==> config.mk <==
export PLATFORM = sky130hd
export DESIGN_NAME = comparador_serial_izq_der
export DESIGN_NICKNAME = d
export VERILOG_FILES = /design/src/rtl/comparador_serial_izq_der.sv
export SDC_FILE = /design/constraint.sdc
export NUM_CORES = 1
export LEC_CHECK = 0
export ABC_AREA = 1
export BUFFER_PORTS_ARGS = -buffer_cell sky130_fd_sc_hd__buf_2
export CAP_MARGIN = 10
export CORE_MARGIN = 2
export CORE_UTILIZATION = 52
export DETAILED_ROUTE_END_ITERATION = 6
export GPL_TIMING_DRIVEN = 0
export PLACE_DENSITY = 0.75
export SYNTH_ARGS = -nofsm -noshare
export SYNTH_HDL_FRONTEND = slang
export SYNTH_SLANG_ARGS = --single-unit
export TNS_END_PERCENT = 20
==> constraint.sdc <==
create_clock -name clk -period 1.2 [get_ports clk]
set_clock_uncertainty 0.05 [all_clocks]
set_input_delay 0.12 -clock clk [delete_from_list [all_inputs] [get_ports clk]]
set_output_delay 0.12 -clock clk [all_outputs]
set_load 0.05 [all_outputs]
==> src/rtl/comparador_serial_izq_der.sv <==
// -----------------------------------------------------------------------------
// comparador_serial_izq_der
//
// Purpose:
//    Bit-serial, MSB-first unsigned comparator. One A/B pair is taken through a
//    valid/ready handshake and scanned one bit per clock. A three-valued
//    comparison register (EQ / GT / LT) latches the first differing bit. The
//    result goes out through a second valid/ready handshake:
//       Zout = 1 when A <= B, Zeq = 1 when A == B.
//    Zout matches the combinational left-to-right comparator network, so the
//    two can be cross-checked against each other.
//
// Parameters:
//    N          operand width in bits (N >= 2)
//
// Ports:
//    clk        clock, every flop on the rising edge
//    reset      asynchronous, active-high reset
//    in_valid   operand pair on A/B is valid
//    in_ready   block can accept a pair (high only while idle)
//    A, B       unsigned operands, N bits each
//    out_valid  result valid (registered)
//    out_ready  consumer accepts the result
//    Zout       1 when A <= B (registered)
//    Zeq        1 when A == B (registered)
//
// Configuration macro:
//    COMPARADOR_SALIDA_TEMPRANA_EN
//       When defined, the scan ends at the first differing bit, so the latency
//       equals the 1-based MSB position of that bit. Equal operands still take
//       N cycles. When undefined, the latency is always N cycles.
// -----------------------------------------------------------------------------
module comparador_serial_izq_der #(
   parameter int N = 4
) (
   input  logic         clk,
   input  logic         reset,
   input  logic         in_valid,
   output logic         in_ready,
   input  logic [N-1:0] A,
   input  logic [N-1:0] B,
   output logic         out_valid,
   input  logic         out_ready,
   output logic         Zout,
   output logic         Zeq
);

   localparam int CW = $clog2(N + 1);
   localparam logic [CW-1:0] CNT_INIT = CW'(N);
   localparam logic [CW-1:0] CNT_ONE  = CW'(1);
   localparam logic [CW-1:0] CNT_ZERO = CW'(0);

   typedef enum logic [1:0] {
      IDLE = 2'd0,
      SCAN = 2'd1,
      DONE = 2'd2
   } state_t;

   typedef enum logic [1:0] {
      CMP_EQ = 2'd0,
      CMP_GT = 2'd1,
      CMP_LT = 2'd2
   } cmp_t;

   // One comparison step: a decision that is already taken is kept; while
   // still equal, the current bit pair may decide it.
   function automatic cmp_t cmp_step(input cmp_t cur, input logic a_bit, input logic b_bit);
      cmp_t res;
      res = cur;
      case (cur)
         CMP_EQ: begin
            if (a_bit && !b_bit) begin
               res = CMP_GT;
            end else if (!a_bit && b_bit) begin
               res = CMP_LT;
            end else begin
               res = CMP_EQ;
            end
         end
         CMP_GT:  res = CMP_GT;
         CMP_LT:  res = CMP_LT;
         default: res = CMP_EQ;
      endcase
      return res;
   endfunction

   state_t         state_r;
   cmp_t           cmp_r;
   logic [N-1:0]   sha_r;
   logic [N-1:0]   shb_r;
   logic [CW-1:0]  cnt_r;

   cmp_t           next_cmp_s;
   logic           last_s;

   // Comparison value after the current MSB pair, and end-of-scan detection.
   always_comb begin
      next_cmp_s = cmp_step(cmp_r, sha_r[N-1], shb_r[N-1]);
`ifdef COMPARADOR_SALIDA_TEMPRANA_EN
      // Stop as soon as the comparison is decided, or on the last bit.
      last_s = (cnt_r == CNT_ONE) || (next_cmp_s != CMP_EQ);
`else
      last_s = (cnt_r == CNT_ONE);
`endif
   end

   // Input handshake is open only while idle.
   assign in_ready = (state_r == IDLE);

   // Control FSM, datapath and registered result.
   always_ff @(posedge clk or posedge reset) begin
      if (reset) begin
         state_r   <= IDLE;
         cmp_r     <= CMP_EQ;
         sha_r     <= '0;
         shb_r     <= '0;
         cnt_r     <= CNT_ZERO;
         out_valid <= 1'b0;
         Zout      <= 1'b0;
         Zeq       <= 1'b0;
      end else begin
         case (state_r)
            IDLE: begin
               if (in_valid) begin
                  sha_r   <= A;
                  shb_r   <= B;
                  cnt_r   <= CNT_INIT;
                  cmp_r   <= CMP_EQ;
                  state_r <= SCAN;
               end else begin
                  state_r <= IDLE;
               end
            end

            SCAN: begin
               cmp_r <= next_cmp_s;
               sha_r <= {sha_r[N-2:0], 1'b0};
               shb_r <= {shb_r[N-2:0], 1'b0};
               cnt_r <= cnt_r - CNT_ONE;
               if (last_s) begin
                  // Result is loaded from the value that includes this bit.
                  Zout      <= (next_cmp_s != CMP_GT);
                  Zeq       <= (next_cmp_s == CMP_EQ);
                  out_valid <= 1'b1;
                  state_r   <= DONE;
               end else begin
                  state_r   <= SCAN;
               end
            end

            DONE: begin
               // Result held stable until the consumer takes it.
               if (out_ready) begin
                  out_valid <= 1'b0;
                  state_r   <= IDLE;
               end else begin
                  state_r   <= DONE;
               end
            end

            default: begin
               out_valid <= 1'b0;
               cmp_r     <= CMP_EQ;
               state_r   <= IDLE;
            end
         endcase
      end
   end

endmodule
==> results of run 1 <==
[power by group]
| group | internal, mW | total (mW) | switching [mW] |
|---|---|---|---|
| Combinational | 0.619 | 1.65 | 1.03 |
| Clock | 0.185 | 0.386 | 0.201 |
| Sequential | 0.888 | 1.06 | 0.176 |
[timing repair]
item | CTS | global route
buffers inserted | 2 | 0
hold endpoints to repair | 18 | 0
hold buffers | 1 | 0
pin swaps | 1 | 2
cloned | 0 | 0
endpoints found under the setup margin | 1 | 10
gates resized for setup | 4 | 7
[registers in the layout, summed over array words and instances (netlist names)]
register,flops
cmp_r,2
Zout,1
shb_r,4
cnt_r,3
Zeq,1
out_valid,1
state_r,2
sha_r,4
[cell type report]
cell class	count	area (sq um)	share of cell area
buffer	2	35.0	0.0326
clock buffer	4	36.3	0.0338
inverter	12	47.5	0.0442
multi-input combinational	68	377	0.350
sequential	18	453	0.421
tap	16	20.0	0.0186
timing repair buffer	18	106	0.0990
[per-layer routing]
metal | part of all wire | global-route usage
met5 | 0 | 0
met4 | 0.024 | 0.124
met3 | 0.043 | 0.0240
met2 | 0.50 | 0.357
met1 | 0.43 | 0.251
[critical path, cell delays in order, from the launching register on]
cell and delay [ns]:
dfrtp_2 0.46, nor2_4 0.11, buf_6 0.16
[per-stage QoR]
step / hold slack [ns] / setup WS [ns] / power (mW) / instance area, sq um / util
floorplan: 0.00857 / 0.125 / 2.25 / 887 / -
global placement: 0.198 / 0.0552 / 2.50 / 982 / 0.637
detailed placement: 0.200 / 0.0102 / 2.57 / 982 / 0.637
CTS: 0.00187 / -0.0321 / 3.03 / 1050 / 0.683
global route: 0.00841 / -0.0361 / 3.35 / 1070 / 0.697
finish: -0.00192 / -0.00629 / 3.10 / 1070 / 0.697
[cell families (layout without fill, tap and decap cells)]
group,after synthesis,count (layout),synth area share
AND/OR/NAND/NOR,49,49,0.249
adder cells (fa/ha/maj),2,2,0.0284
AO/OA/AOI/OAI,17,17,0.119
buffers and inverters,14,36,0.0910
flip-flops,18,18,0.512
[worst max path at each step]
stage | startpoint | endpoint | slack, ns | cells past startpoint
detailed placement | state_r[1] | shb_r[1] | 0.01 | 5
CTS | state_r[1] | in_ready | -0.03 | 2
global route | state_r[1] | in_ready | -0.04 | 2
floorplan | cnt_r[1] | Zeq | 0.12 | 7
global placement | cnt_r[1] | Zeq | 0.06 | 7
finish | state_r[1] | in_ready | -0.006 | 2
[cell usage in the layout, fill, tap and decap left out, drive strengths merged]
master	instances
dlygate4sd3	1
nand2	30
nand3	9
clkbuf	4
inv	12
nand3b	1
buf	19
o21ai	9
o22ai	1
ha	2
dfrtp	18
a21oi	7
nor2	9
==> impl_results.md, run 1 <==
- Clock Path Buffers: 2
- Hold slack final: -0.00192 ns
- MaxCap Viol Count: 0
- Crit path required time: 1.03 ns
- Hold Crit Class: input port to register
- DR WL/cell: 12.4 um
- CTS Sinks: 18
- Synth Instances: 100
- Critical Path Fanout Max: 4
- Final nets: 137
- Number of cells on the worst reg-to-reg path: 5
- Leakage power: 0.556 nW
- TritonRoute pass-1 iters: 4
- Synth cell types: 18
- Drt total wl: 1720 um
- R2R setup slack: 0.03 ns
- Yosys warning count: 0
- Setup Crit Path Kind: register to output pin
- Worst slew pin tran: 0.669 ns
- Die span in y: 45.1 um
- Netlist Area Pre-Place: 880 sq um
- Share of cells above drive strength 1: 0.336
- Post-synth net total: 114
- Largest net degree at the start of global routing: 19
- Crit path DAT: 1.04 ns
- Initial antenna violation count: 0
- First-pass GRT wire length: 3040 um
- Setup_tns: -0.00629 ns
- Vias in the first global route: 733
- Main synth FF type: dfrtp_1
- Status: finished, violations left
- N_diodes: 0
- Slew Limit Fails: 0
- Placeable Area: 0.00154 sq mm
- Synth area leaders: dfrtp_1 (51%), nand2_1 (12%), nand3_1 (5.1%), o21ai_2 (5.0%), inv_1 (4.3%)
- Worst hold start: B[0]
- Global placement routability congestion: 0.799
- Clock slew at reported path FFs: 0.11 ns
- Slew Limit Headroom: 0.554
- Endpoints failing hold: 1
- Hold path depth: 3
- Asr flop ratio synth: 1.00
- Post-synthesis register bit count: 18
- CTS Buf Count: 3
- Root Buffer: clkbuf_4
- Count leader, synth: nand2_1
- GRT Total Usage: 0.209
- Final count of negative-setup-slack endpoints: 1
- Crit end category: output pin
- Die W: 45.1 um
- FF-to-FF End: shb_r[1]
- EDFF count, synth: 0
- IO buf count: 15
- Mean Syn Cell Area: 8.80 sq um
- ANT nets after route: 0
- WHS Endpoint: shb_r[0]
- Fin cells: 138
- I/O pin cnt: 16
- Total number of H-tree levels: 1
- Insertion delay to the later sink of the worst-skew pair: 0.30 ns
- Failing checks: negative hold slack, negative setup slack
- RSZ-0062 raised after global routing: true
- Register area share after synthesis: 0.512
- Final period util: 1.01
- Pwr/cell area: 2890 mW/mm^2
- DRC Markers: 0
- DPL Wire Length: 1220 um
- Iter 0 DRT Violations: 21
- Site row count: 14
- R2R Path Start: state_r[0]
- Yosys top cell area share: 0.512
- Placed instance count: 131
- Total die area: 0.00204 sq mm
- TritonCTS clock tree: built
- Area growth, synth to finish: 22.2%
- DR vias: 737
- Maximum VDD drop: 2130 uV
- Fmax: 0.829 GHz
- Starting Density: 0.571
- Vias per cell: 5.34
- Minimum clock period: 1.21 ns
- Synth area leader: dfrtp_1
- Crit path setup slack, layout: -0.00629 ns
- Gr ovfl total: 0
- Top cells by count, synth: nand2_1 (27), dfrtp_1 (18), inv_1 (10), nand3_1 (9), nor2_1 (8)
- FILL cells: 122
- Critical path launch point type: register
(Power assumes the default switching activity.)
==> run 2, diff against run 1 <==
Settings changed: BUFFER_PORTS_ARGS -buffer_cell sky130_fd_sc_hd__buf_2 to unset, DONT_BUFFER_PORTS set to 1, PLACE_DENSITY 0.75 to 0.67, REMOVE_ABC_BUFFERS set to 1.
==> run 2 against run 1 <==
Net effect: the flow finishes with violations (negative setup slack); via count shrank 2.4%; maximum frequency is 4.2% lower; first-iteration DRC count down 71%; critical path type unchanged; design area rose by 5.8%; worst hold slack better by 0.069 ns.
==> impl_results.md, run 2 (same netlist as run 1, synthesis figures left out) <==
- Status: finished, violations left
- Failing checks: negative setup slack
- Cell area after layout: 0.00114 sq mm (+5.8%)
- Vias per cell: 5.29 (-1.0%)
- Worst slew pin tran: 0.667 ns (-0.00161 ns)
- TritonRoute pass-1 iters: 4 (unchanged)
- Die span in y: 45.1 um (unchanged)
- Final count of negative-setup-slack endpoints: 1 (unchanged)
- IO buf count: 0 (-15)
- Crit end category: output pin
- I/O pin cnt: 16 (unchanged)
- TritonCTS clock tree: built
- CTS Buf Count: 3 (unchanged)
- First-pass GRT wire length: 2900 um (-4.5%)
- Maximum VDD drop: 2180 uV (+2.4%)
- DPL Wire Length: 1070 um (-12%)
- N_diodes: 0 (unchanged)
- Initial antenna violation count: 0 (unchanged)
- DRC Markers: 0 (unchanged)
- Setup_tns: -0.0588 ns (-0.0525 ns)
- ANT nets after route: 0 (unchanged)
- Vias in the first global route: 700 (-4.5%)
- Final period util: 1.05 (+0.0438)
- Critical path launch point type: register
- Final Util: 0.738 (+0.0406)
- Commonest non-fill, non-tap cell in the layout: nand2_1
- Pwr/cell area: 2800 mW/mm^2 (-3.1%)
- FILL cells: 118 (-3.3%)
- CTS Sinks: 18 (unchanged)
- Leakage power: 0.551 nW (-0.76%)
- Die W: 45.1 um (unchanged)
- Share of cells above drive strength 1: 0.267 (-0.0694)
- Site row count: 14 (unchanged)
- Final nets: 135 (-1.5%)
- Clock Path Buffers: 2 (unchanged)
- Setup Crit Path Kind: register to output pin
- Crit path required time: 1.03 ns (about the same)
- MaxCap Viol Count: 0 (unchanged)
- Hold Crit Class: input port to register
- Largest net degree at the start of global routing: 19 (unchanged)
- Critical Path Fanout Max: 4 (unchanged)
- Commonest cells after routing, fill and taps aside: nand2_1 (26), dfrtp_1 (16), dlygate4sd3_1 (11)
- Endpoints failing hold: 0 (-1)
- DR vias: 719 (-2.4%)
- Fmax: 0.794 GHz (-4.2%)
- Root Buffer: clkbuf_4
- Worst path max stage delay: 0.47 ns (about the same)
- Crit path DAT: 1.09 ns (+0.05 ns)
- Slowest CP cell: dfrtp_2
- Crit path setup slack, layout: -0.0588 ns (-0.0525 ns)
- GRT Total Usage: 0.202 (-0.00718)
- Insertion delay to the later sink of the worst-skew pair: 0.29 ns (about the same)
- Total number of H-tree levels: 1 (unchanged)
- Slew Limit Fails: 0 (unchanged)
- Clock slew at reported path FFs: 0.10 ns (about the same)
- Starting Density: 0.571 (unchanged)
- Iter 0 DRT Violations: 6 (-71%)
- Crit-path leading delay family: flip-flops
- Drt total wl: 1750 um (+2.0%)
- Slew Limit Headroom: 0.555 (+0.00108)
- Global placement routability congestion: 0.774 (-3.1%)
- Minimum clock period: 1.26 ns (+0.0525 ns)
- Placeable Area: 0.00154 sq mm (unchanged)
- CP bufs+invs: 0 (-1)
- Gr ovfl total: 0 (unchanged)
- Post-DP Area: 865 sq um (-12%)
- Area growth, synth to finish: 29.3%
- Crit-path cells: nor2_4
- Biggest regs: sha_r: 4 flops, shb_r: 4 flops, cnt_r: 3 flops
- Total die area: 0.00204 sq mm (unchanged)
- DR WL/cell: 12.9 um (+3.5%)
- RSZ-0062 raised after global routing: true
run 2: final timing paths:
| kind | to | depth (start not counted) | slack (ns) | start |
|---|---|---|---|---|
| max in group asynchronous | state_r[0] | 2 | 0.33 | reset |
| worst min register to register | cnt_r[2] | 2 | 0.46 | cnt_r[2] |
| worst max register to register | shb_r[2] | 5 | 0.04 | state_r[0] |
| min in group asynchronous | cnt_r[0] | 2 | 0.31 | reset |
| worst min-delay path | cmp_r[1] | 3 | 0.07 | in_valid |
| worst max-delay path | in_ready | 1 | -0.06 | state_r[1] |
run 2: stage by stage:
stage	hold WS, ns	power, mW	instances	setup slack (ns)
2_1_floorplan	0.00857	2.10	98	-0.344
3_3_place_gp	0.0942	2.28	114	-0.432
3_5_place_dp	0.0978	2.31	114	-0.432
4_1_cts	0.0432	2.79	130	-0.0663
5_1_grt	0.0849	3.44	136	-0.0994
6_report	0.0668	3.18	136	-0.0588
run 2: final cells by class:
cell class | instances | area [sq um] | share of cell area
Clock buffer | 4 | 36.3 | 0.0319
Inverter | 12 | 52.6 | 0.0462
Multi-Input combinational cell | 68 | 400 | 0.352
Sequential cell | 18 | 453 | 0.398
Tap cell | 16 | 20.0 | 0.0176
Timing Repair Buffer | 18 | 175 | 0.154
run 2: what timing repair did:
action | in CTS | in global routing
endpoints found under the hold margin | 30 | 0
gates resized for setup | 6 | 12
buffers inserted | 1 | 6
setup endpoints to repair | 11 | 15
cloned | 0 | 0
hold buffers | 11 | 0
pin swaps | 1 | 4
run 2: report_power, final:
part / switching (mW) / total, mW / internal [mW]
logic: 0.912 / 1.57 / 0.662
clock network: 0.188 / 0.373 / 0.185
registers: 0.350 / 1.23 / 0.885
total: 1.45 / 3.18 / 1.73
run 2: routing by layer:
metal | routed length [um] | up-vias | GRT usage
met1 | 739 | 344 | 0.240
met4 | 23 | 0 | 0.0882
met2 | 925 | 12 | 0.351
met3 | 61 | 5 | 0.0400
li1 | - | 358 | -
met5 | 0 | - | 0
==> run 3, diff against run 2 <==
Settings changed: PLACE_DENSITY 0.67 to 0.64.
==> run 3 against run 2 <==
Net effect: the run still ends with negative setup slack left; utilization increased by 0.81 points; critical path type unchanged; critical endpoint unchanged; flip-flop and latch count did not move; clock power about the same; global-route usage decreased by 1.3 points; largest power group unchanged; largest cell class unchanged; setup slack got worse by 0.0054 ns.
==> impl_results.md, run 3 (same netlist as run 1, synthesis figures left out) <==
- Slew Limit Headroom: 0.547 (-0.00775)
- DRC Markers: 0 (unchanged)
- Cell area after layout: 0.00115 sq mm (+1.1%)
- Final nets: 137 (+1.5%)
- FF-to-FF End: cnt_r[2]
- Largest net degree at the start of global routing: 19 (unchanged)
- Crit-path leading delay family: flip-flops
- Fin cells: 138 (+1.5%)
- R2R Path Start: state_r[0]
- Fmax: 0.791 GHz (-0.42%)
- R2R setup slack: 0.05 ns (about the same)
- TritonRoute pass-1 iters: 4 (unchanged)
- Psw: 1.45 mW (about the same)
- Share of cells above drive strength 1: 0.270 (+0.00383)
- Hold Crit Class: input port to register
- Site row count: 14 (unchanged)
- DPL Wire Length: 1090 um (+1.4%)
- TritonCTS clock tree: built
- DR WL/cell: 12.8 um (-0.32%)
- Global placement routability congestion: 0.705 (-8.9%)
- Worst hold start: in_valid
- DR vias: 722 (+0.42%)
- CTS Buf Count: 3 (unchanged)
- Worst slew pin tran: 0.679 ns (+0.0116 ns)
- Insertion delay to the later sink of the worst-skew pair: 0.29 ns (about the same)
- Final period util: 1.05 (+0.00446)
- Crit path DAT: 1.09 ns (about the same)
- Hold path depth: 3 (unchanged)
- Starting Density: 0.571 (unchanged)
- Commonest non-fill, non-tap cell in the layout: nand2_1
- IO buf count: 0 (unchanged)
- ANT nets after route: 0 (unchanged)
- Part of the power in registers: 0.390 (+0.002)
- Vias per cell: 5.23 (-1.0%)
- N_diodes: 0 (unchanged)
- Sw Ratio: 0.452 (-0.00346)
- Met2 WL post-DR: 903 um (-2.4%)
- Crit end category: output pin
- I/O pin cnt: 16 (unchanged)
- Critical Path Fanout Max: 4 (unchanged)
- Met3 WL post-DR: 56 um (-8.2%)
- Drt total wl: 1770 um (+1.1%)
- Crit-path cells: nor2_4
- Vias in the first global route: 685 (-2.1%)
- CP bufs+invs: 0 (unchanged)
- Minimum clock period: 1.26 ns (+0.00535 ns)
- Die W: 45.1 um (unchanged)
- Clock Path Buffers: 2 (unchanged)
- Pint: 1.76 mW (+1.4%)
- Combinational power share: 0.495 (about the same)
- DRT met1 WL: 801 um (+8.4%)
- Initial antenna violation count: 0 (unchanged)
- Failing checks: negative setup slack
- Placed instance count: 114 (unchanged)
- Number of cells on the worst reg-to-reg path: 3 (-2)
- First-pass GRT wire length: 2770 um (-4.5%)
- Final Util: 0.746 (+0.00812)
- Crit path required time: 1.03 ns (about the same)
- Gr ovfl total: 0 (unchanged)
- MaxCap Viol Count: 0 (unchanged)
- Endpoints failing hold: 0 (unchanged)
- Critical path launch point type: register
- Iter 0 DRT Violations: 14 (+8)
- Slew Limit Fails: 0 (unchanged)
- Crit path setup slack, layout: -0.0642 ns (-0.00535 ns)
- Final count of negative-setup-slack endpoints: 1 (unchanged)
- Commonest cells after routing, fill and taps aside: nand2_1 (25), dfrtp_1 (16), dlygate4sd3_1 (11)
- Worst path max stage delay: 0.46 ns (about the same)
- Maximum VDD drop: 1890 uV (-13%)
- RSZ-0062 raised after global routing: true
- Leakage power: 0.568 nW (+3.1%)
- Clock slew at reported path FFs: 0.11 ns (about the same)
- Pwr/cell area: 2790 mW/mm^2 (-0.36%)
- Total number of H-tree levels: 1 (unchanged)
- Pre-CTS WS: -0.449 ns (-0.0172 ns)
- Area growth, synth to finish: 30.7%
- Setup Crit Path Kind: register to output pin
- Placeable Area: 0.00154 sq mm (unchanged)
- Biggest regs: sha_r: 4 flops, shb_r: 4 flops, cnt_r: 3 flops
- Max layer used: met4
- Root Buffer: clkbuf_4
- FILL cells: 110 (-6.8%)
- Die span in y: 45.1 um (unchanged)
- Slowest CP cell: dfrtp_2
- GRT Total Usage: 0.189 (-0.0134)
- WHS Endpoint: shb_r[0]
- Total die area: 0.00204 sq mm (unchanged)
- Post-DP Area: 865 sq um (unchanged)
- CTS Sinks: 18 (unchanged)
- Status: finished, violations left
- Clock power frac: 0.115 (-0.002)
-- run 3: power groups by stage --
stage	registers, mW	logic [mW]	clock network, mW
3_3_place_gp	1.22	1.06	0
3_5_place_dp	1.22	1.10	0
6_report	1.25	1.59	0.370
4_1_cts	1.23	1.16	0.377
5_1_grt	1.29	1.77	0.397
2_1_floorplan	1.19	0.913	0
-- run 3: area by class of cell --
type | instances | area [sq um] | area share
well taps | 16 | 20.0 | 0.0174
clock buffers | 4 | 36.3 | 0.0316
inverters | 12 | 50.0 | 0.0435
flip-flops and latches | 18 | 453 | 0.394
multi-input cells | 68 | 400 | 0.348
repair buffers | 20 | 190 | 0.165
-- run 3: worst max path at each step --
stage,start,endpoint,slack [ns],cells past startpoint
finish,state_r[0],in_ready,-0.06,1
global route,state_r[0],in_ready,-0.10,1
CTS,state_r[1],in_ready,-0.06,1
detailed placement,state_r[0],cnt_r[2],-0.45,3
global placement,state_r[0],cnt_r[2],-0.45,3
floorplan,state_r[0],cnt_r[2],-0.34,3
-- run 3: metal layers --
| metal | up-vias | global-route usage |
|---|---|---|
| met3 | 2 | 0.0280 |
| met2 | 14 | 0.309 |
| li1 | 365 | - |
| met1 | 341 | 0.240 |
| met5 | - | 0 |
| met4 | 0 | 0.100 |
-- run 3: per-stage QoR --
| stage | power, mW | TNS (ns) | hold WS (ns) |
|---|---|---|---|
| 2_1_floorplan | 2.10 | -1.42 | 0.00857 |
| 3_3_place_gp | 2.28 | -1.98 | 0.0978 |
| 3_5_place_dp | 2.32 | -2.03 | 0.102 |
| 4_1_cts | 2.77 | -0.193 | 0.0470 |
| 5_1_grt | 3.46 | -0.206 | 0.0875 |
| 6_report | 3.21 | -0.0642 | 0.0657 |
-- run 3: timing repair --
item                                    4_1_cts  5_1_grt
endpoints found under the setup margin       13       15
gates resized for setup                       5       12
hold buffers                                 11        0
endpoints found under the hold margin        30        0
pin swaps                                     1        6
gates cloned                                  0        0
setup buffers                                 0        9
-- run 3: worst min-delay path, cell delays in order --
cell	delay [ns]
nand2_4	0.10
nand3_1	0.11
nand2_1	0.04
